**src/rtl/alu_pipe_nbit.sv**
```systemverilog
// Purpose : two-stage pipelined signed WIDTH-bit ALU with an in-order accumulator.
// Latency : 2 cycles from input handshake to out_valid; 1 beat/cycle sustained.
// Backpr. : out_ready=0 freezes stage 2; stage 1 still fills, then in_ready drops (max 2 beats held).
//
// Optional build macro: ALU_ACC_SAT_EN
//   defined     -> ACC saturates to 2^WIDTH-1 / -2^WIDTH on overflow (ovf=1)
//   not defined -> ACC wraps modulo 2^(WIDTH+1) (ovf=1 still flags the wrap)
//
// Ports:
//   clk                  rising-edge clock
//   reset                asynchronous active-low reset
//   in_valid / in_ready  operand beat handshake {Opcode, A, B}
//   Opcode [2:0]         0 ADD, 1 SUB, 2 NOT, 3 ROR, 4 AND, 5 XOR, 6 ACC, 7 CLRACC
//   A, B [WIDTH-1:0]     signed operands
//   out_valid / out_ready result handshake
//   C [WIDTH:0]          signed result
//   ovf                  accumulator overflow flag for this result
module alu_pipe_nbit #(
    parameter int              WIDTH    = 4,
    parameter logic [WIDTH:0]  ACC_INIT = '0
) (
    input  logic              clk,
    input  logic              reset,
    input  logic              in_valid,
    output logic              in_ready,
    input  logic [2:0]        Opcode,
    input  logic [WIDTH-1:0]  A,
    input  logic [WIDTH-1:0]  B,
    output logic              out_valid,
    input  logic              out_ready,
    output logic [WIDTH:0]    C,
    output logic              ovf
);

    typedef enum logic [2:0] {
        OP_ADD    = 3'd0,
        OP_SUB    = 3'd1,
        OP_NOT    = 3'd2,
        OP_ROR    = 3'd3,
        OP_AND    = 3'd4,
        OP_XOR    = 3'd5,
        OP_ACC    = 3'd6,
        OP_CLRACC = 3'd7
    } op_e;

    // Accumulator range limits in WIDTH+1 bits.
    localparam logic [WIDTH:0] ACC_MAX = {1'b0, {WIDTH{1'b1}}};
    localparam logic [WIDTH:0] ACC_MIN = {1'b1, {WIDTH{1'b0}}};

    // ------------------------------------------------------------------
    // Stage 1: operand register
    // ------------------------------------------------------------------
    logic              s1_valid;
    op_e               s1_op;
    logic [WIDTH-1:0]  s1_a;
    logic [WIDTH-1:0]  s1_b;

    // Stage 2 takes the stage-1 beat whenever its own slot is empty or
    // is being drained this cycle.
    logic              s2_load;

    assign s2_load  = s1_valid && (!out_valid || out_ready);
    assign in_ready = !s1_valid || s2_load;

    always_ff @(posedge clk or negedge reset) begin
        if (!reset) begin
            s1_valid <= 1'b0;
            s1_op    <= OP_ADD;
            s1_a     <= '0;
            s1_b     <= '0;
        end else if (in_ready) begin
            // Slot is free (or emptying): take a new beat or go idle.
            s1_valid <= in_valid;
            if (in_valid) begin
                s1_op <= op_e'(Opcode);
                s1_a  <= A;
                s1_b  <= B;
            end
        end
    end

    // ------------------------------------------------------------------
    // Stage 2: compute
    // ------------------------------------------------------------------
    logic [WIDTH:0]    acc;
    logic [WIDTH:0]    acc_next;
    logic [WIDTH:0]    a_ext;
    logic [WIDTH:0]    b_ext;
    logic [WIDTH+1:0]  acc_sum;
    logic              acc_oor;
    logic [WIDTH:0]    res;
    logic              res_ovf;

    always_comb begin
        a_ext    = {s1_a[WIDTH-1], s1_a};
        b_ext    = {s1_b[WIDTH-1], s1_b};
        // One guard bit beyond the accumulator width exposes the true sum;
        // the sum left the accumulator range when the top two bits differ.
        acc_sum  = {acc[WIDTH], acc} + {{2{s1_a[WIDTH-1]}}, s1_a};
        acc_oor  = acc_sum[WIDTH+1] ^ acc_sum[WIDTH];

        res      = '0;
        res_ovf  = 1'b0;
        acc_next = acc;

        case (s1_op)
            OP_ADD: res = a_ext + b_ext;
            OP_SUB: res = a_ext - b_ext;
            OP_NOT: res = ~a_ext;
            OP_ROR: res = {{WIDTH{1'b0}}, |s1_b};
            OP_AND: res = a_ext & b_ext;
            OP_XOR: res = a_ext ^ b_ext;
            OP_ACC: begin
`ifdef ALU_ACC_SAT_EN
                if (acc_oor) begin
                    // Sign of the true sum picks the rail.
                    res = acc_sum[WIDTH+1] ? ACC_MIN : ACC_MAX;
                end else begin
                    res = acc_sum[WIDTH:0];
                end
`else
                res = acc_sum[WIDTH:0];
`endif
                res_ovf  = acc_oor;
                acc_next = res;
            end
            OP_CLRACC: begin
                res      = acc;
                acc_next = ACC_INIT;
            end
            default: begin
                res      = '0;
                res_ovf  = 1'b0;
                acc_next = acc;
            end
        endcase
    end

    // The accumulator only moves on a stage-2 load, so a stalled output
    // never lets later ACC/CLRACC beats overtake earlier ones.
    always_ff @(posedge clk or negedge reset) begin
        if (!reset) begin
            out_valid <= 1'b0;
            C         <= '0;
            ovf       <= 1'b0;
            acc       <= ACC_INIT;
        end else if (s2_load) begin
            out_valid <= 1'b1;
            C         <= res;
            ovf       <= res_ovf;
            acc       <= acc_next;
        end else if (out_ready) begin
            out_valid <= 1'b0;
        end
    end

endmodule

```
**config.mk**
```make
export PLATFORM = sky130hd
export DESIGN_NAME = alu_pipe_nbit
export DESIGN_NICKNAME = d
export VERILOG_FILES = /design/src/rtl/alu_pipe_nbit.sv
export SDC_FILE = /design/constraint.sdc
export NUM_CORES = 1
export LEC_CHECK = 0
export CORE_ASPECT_RATIO = 1.25
export CORE_MARGIN = 1
export CORE_UTILIZATION = 52
export DETAILED_ROUTE_END_ITERATION = 10
export GPL_ROUTABILITY_DRIVEN = 0
export PLACE_DENSITY = 0.82
export SYNTH_ARGS = -nofsm -noshare
export SYNTH_HDL_FRONTEND = slang
export SYNTH_SLANG_ARGS = --single-unit
export TNS_END_PERCENT = 20
```
**constraint.sdc**
```tcl
create_clock -name clk -period 5.6 [get_ports clk]
set_input_delay 0.56 -clock clk [delete_from_list [all_inputs] [get_ports clk]]
set_output_delay 0.56 -clock clk [all_outputs]
set_load 0.01 [all_outputs]
```
; After elaboration in Yosys (flattened, before gate mapping)
; Index checks and enable logic that the tools add are counted.
[word_totals]
ff_bits = 24
output_inout_bits = 8
[classes]
addsub = 3
n_eq_ne = 7
n_mux = 5
n_bitwise = 4
n_reduce_logical = 11
[op_table]
columns = op, count
row1 = one-hot mux 5 bit (8 select lines), 1
row2 = equality test 3 bit (second input constant), 4
row3 = one-hot mux 5 bit (2 select lines), 1
row4 = adder 5 x 4 -> 6 bit, 1
row5 = equality test 3 x 2 -> 1 bit (second input constant), 2
row6 = adder 4 x 4 -> 5 bit, 1
row7 = AND 5 bit, 1
row8 = inverter 5 bit, 1
row9 = subtractor 4 x 4 -> 5 bit, 1
row10 = bitwise XOR 5 bit, 1
row11 = AND reduction 2 bit, 2
row12 = nonzero test 2 bit, 2
row13 = OR reduction 4 bit, 1
row14 = equality test 3 x 1 -> 1 bit (second input constant), 1
row15 = zero test 3 bit, 1
row16 = two-way mux 1 bit, 3
row17 = zero test 1 bit, 2
row18 = logical OR 1 bit, 2
row19 = logical AND 1 bit, 1
row20 = bitwise XOR 1 bit, 1

; Depth between registers and ports, before layout
[logic_depth]
ltp_word = 5
depth_mapped = 10
ltp_nobuf = 10

; Least setup slack after synthesis
; OpenSTA, ideal clock, no wires.
[synth_path]
path_kind = reg2reg
startpoint = reg s1_op[1]
endpoint = reg C[3]
setup_ns = 0.129
arrival_ns = 2.137
t_required_ns = 5.471
path_slack_ns = 3.334
path_stages_with_launch = 10
path_buffers = 0
cell_sequence = dfrtp_1 -> nor3b_2 -> mux2_2 -> inv_2 -> ha_1 -> nor2b_1 -> o21a_1 -> or3_1 -> a31oi_1 -> a31oi_1
[synth_via]
elab_chain_len = 2
elab_cells_between_ends = 9
classes_between = 7 x eq/ne / 1 x mux / 1 x reduce/logical
[synth_rtl]
columns = item, line_no
row1 = start: declaration, 54  ; op_e s1_op;
row2 = start signal: assignment, 75  ; s1_op <= op_e'(Opcode);
row3 = "equality test 3 bit, or another cell as far along", 106  ; case (s1_op)
row4 = one-hot mux 5 bit (8 select lines) (*), 106
row5 = end signal: assignment, 149  ; C <= res;
row6 = end: declaration, 31  ; output logic [WIDTH:0] C,
; Mark *: on every way between the ends. The rest lies on a longest branch, timed or not.
; A chain may end at the register's enable or synchronous reset.

; Worst setup path in the final report
[layout_path]
startpoint = reg s1_op[2]
endpoint = reg C[3]
; The elaborated chain is that of the path after synthesis.

==> results.tsv <==
metric	value	unit
hpwl dp	2800	um
worst hold path class	register to register	
via count	1366	
share of cells above drive strength 1	0.104	
Root Buffer	clkbuf_4	
# IOs	23	
DP Worst Slack	2.95	ns
Setup crit start kind	register	
clk buf depth	2	
crit-path leading delay family	simple AND/OR/NAND/NOR gates	
Die Area	0.00349	sq mm
row cnt	22	
critical path type	register to register	
final-report setup violation count	0	
cts hold-fix bufs	0	
maximum VDD drop	0.242	mV
Antenna Nets Post-Route	0	
Synth Net Count	203	
Placed Instances	224	
Final Hold Fails	0	
pwr/cell area	381	mW/mm^2
register bit total from synthesis	24	
IO buf count	22	
Synth Area in XOR/XNOR	0.0451	
Mean Syn Cell Area	9.85	sq um
ant diodes	0	
final WL	3700	um
CP required	5.82	ns
Synth Area in Compound Gates	0.162	
drt first pass iters	4	
Crit Path Max Fanout	22	
CORE AREA	0.00303	sq mm
post-CTS resize count	0	
Starting Density	0.560	
Layout Nets	224	
H-tree depth	1	
total leakage power	0.861	nW
Post-CTS Setup Bufs	0	
DRC violations left	0	
clock slew at reported path FFs	0.13	ns
Die Width	53.1	um
crit path from	s1_op[2]	
largest net degree at the start of global routing	25	
synth warn	0	
fmax	369	MHz
largest family of logic cells by synthesized area	simple AND/OR/NAND/NOR gates	
Max-Cap Viols	0	
Simple-Gate Fraction of Synth Area	0.168	
post-route clock period utilization	0.484	
Slew Limit Fails	0	
critical path depth in cells	9	
R2R Path End	C[3]	
Setup crit end	C[3]	
multi-input logic area	0.00101	sq mm
initial antenna violation count	0	
register area share after synthesis	0.355	
fin area	0.00195	sq mm
CTS Sinks	24	
critical path endpoint category	register	
reg-to-reg startpoint	s1_op[2]	
vias per cell	5.99	
WL/cell	16.2	um
worst-margin pin slew	1.10	ns
Final Skew	0.00231	ns
RSZ-0062 raised after global routing	false	
Post-DP Area	0.00192	sq mm
post-synthesis cell area	0.00169	sq mm
final worst path period need	2.71	ns
post-route setup slack	2.89	ns
Num CTS Buffers	3	
Worst path most repeated cell	a31oi_1	
reg2reg setup slack	2.89	ns
slowest cell on the critical path	dfrtp_1	
Clock Latency Late Sink	0.32	ns
Worst R2R Path Depth	9	
post-synthesis adder-cell area fraction	0.127	
total grt overflow	0	
Layout Cells excl Fill	228	
Area growth, synth to finish	15.4	%
Chip Height	65.8	um
DRT iter0 DRCs	36	
Yosys cell types	46	
Max stage delay on crit path	0.63	ns
Design Power	0.745	mW
CTS tree	done	
vias in the first global route	1394	
Tot GR Track Use	0.250	
setup TNS	0	ns
critical-path cell list	nor3b_2 > mux2_2 > inv_2 > ha_1 > nor2b_1 > o21a_1 > or3_1 > a31oi_1 > a31oi_1	
relative slew slack	0.262	
status	complete, no violations	
filler instances	261	
synthesized netlist cell count	172	
first-pass GRT wire length	6300	um
Arr. time, crit path	2.93	ns
FF/Latch Area	601	sq um
mux contribution to synthesized area	0.0916	
CP bufs+invs	1	
hold path depth	1	
[placed cells by master (no fill, tap or decap), types with 2 or more instances in the layout]
cell and instances:
o21ai_1 2, a31oi_1 3, a221o_1 2, nand4_1 4, mux2_2 12, a211oi_1 2
nor2b_1 2, clkdlybuf4s50_1 22, nor3_1 3, xor2_1 2, inv_1 11, a22o_1 4
a21oi_1 9, xnor2_1 4, o21ai_0 4, nor2_1 15, nand3_1 4, nand2b_1 6
clkbuf_4 3, ha_1 14, fa_1 2, nand2_1 12, mux2i_1 2, dfrtp_1 24
a21o_1 3
[through the flow]
step / utilization / hold WS (ns)
after global placement: 0.633 / 0.465
after floorplan: - / 0.264
final: 0.645 / 0.503
after global routing: 0.645 / 0.541
after detailed placement: 0.633 / 0.476
after CTS: 0.645 / 0.509
[worst reg2reg max path, delay by kind of cell (launching register included)]
family	cells	cell delay, ns
AO/OA/AOI/OAI	3	0.44
adder cells (fa/ha/maj)	1	0.21
buffers and inverters	1	0.07
flip-flops	1	0.63
multiplexers	1	0.42
AND/OR/NAND/NOR	3	0.85
[metal layers]
metal / routed length [um] / track usage / vias to the layer above / part of all wire
met5: 0 / 0 / - / 0
met4: 140 / 0.141 / 0 / 0.038
met1: 1570 / 0.302 / 652 / 0.42
met2: 1870 / 0.405 / 36 / 0.50
li1: - / - / 665 / -
met3: 127 / 0.0506 / 13 / 0.034
[worst min-delay path by stage]
stage / from / end / slack [ns]
2_1_floorplan: reset / C[0] / 0.26
3_3_place_gp: C[1] / C[1] / 0.46
3_5_place_dp: C[1] / C[1] / 0.48
4_1_cts: C[1] / C[1] / 0.51
5_1_grt: C[1] / C[1] / 0.54
6_report: C[1] / C[1] / 0.50
[kinds of logic after synthesis]
kind of cell / Yosys count
AND/OR/NAND/NOR: 54
AO/OA/AOI/OAI: 39
flip-flops: 24
buffers and inverters: 18
adder cells (fa/ha/maj): 16
multiplexers: 14
XOR/XNOR: 7
[synthesized netlist by cell type, drive strengths merged]
master | n | area share
dfrtp | 24 | 0.35
nor2 | 15 | 0.033
ha | 14 | 0.10
inv | 12 | 0.027
mux2 | 12 | 0.080
nand2 | 12 | 0.027
a21oi | 9 | 0.027
buf | 6 | 0.024
nand2b | 6 | 0.022
o21ai | 6 | 0.018
a22o | 4 | 0.021
nand3 | 4 | 0.012
nand4 | 4 | 0.015
xnor2 | 4 | 0.021
a21o | 3 | 0.013
a31oi | 3 | 0.011
nor2b | 3 | 0.013
nor3 | 3 | 0.0089
a211oi | 2 | 0.0089
a221o | 2 | 0.012
fa | 2 | 0.024
mux2i | 2 | 0.012
xor2 | 2 | 0.010
a2111oi | 1 | 0.0052
a211o | 1 | 0.0052
a221oi | 1 | 0.0052
a31o | 1 | 0.0052
a41oi | 1 | 0.0052
and2 | 1 | 0.0037
and4bb | 1 | 0.0074
nand3b | 1 | 0.0044
nand4bb | 1 | 0.0066
nor3b | 1 | 0.0074
nor4b | 1 | 0.0052
o211ai | 1 | 0.0044
o21a | 1 | 0.0044
o22ai | 1 | 0.0037
o31ai | 1 | 0.0044
o32ai | 1 | 0.0096
or3 | 1 | 0.0037
xor3 | 1 | 0.014
[state kept, by name (all words and copies together) (netlist names)]
signal	flops
C	5
acc	5
s1_a	4
s1_b	4
s1_op	3
out_valid	1
ovf	1
s1_valid	1
[power breakdown]
group	leakage, nW	switching (mW)	internal (mW)
Clock	0.0210	0.0534	0.0399
Sequential	0.289	0.0588	0.217
Combinational	0.551	0.181	0.194
Total	0.861	0.293	0.451
[final cells by class]
class | instances | share of cell area
Clock buffer | 4 | 0.0186
Inverter | 12 | 0.0230
Multi-Input combinational cell | 130 | 0.515
Sequential cell | 24 | 0.307
Tap cell | 36 | 0.0230
Timing Repair Buffer | 22 | 0.113
No activity file was read; power rests on OpenSTA's default activity.
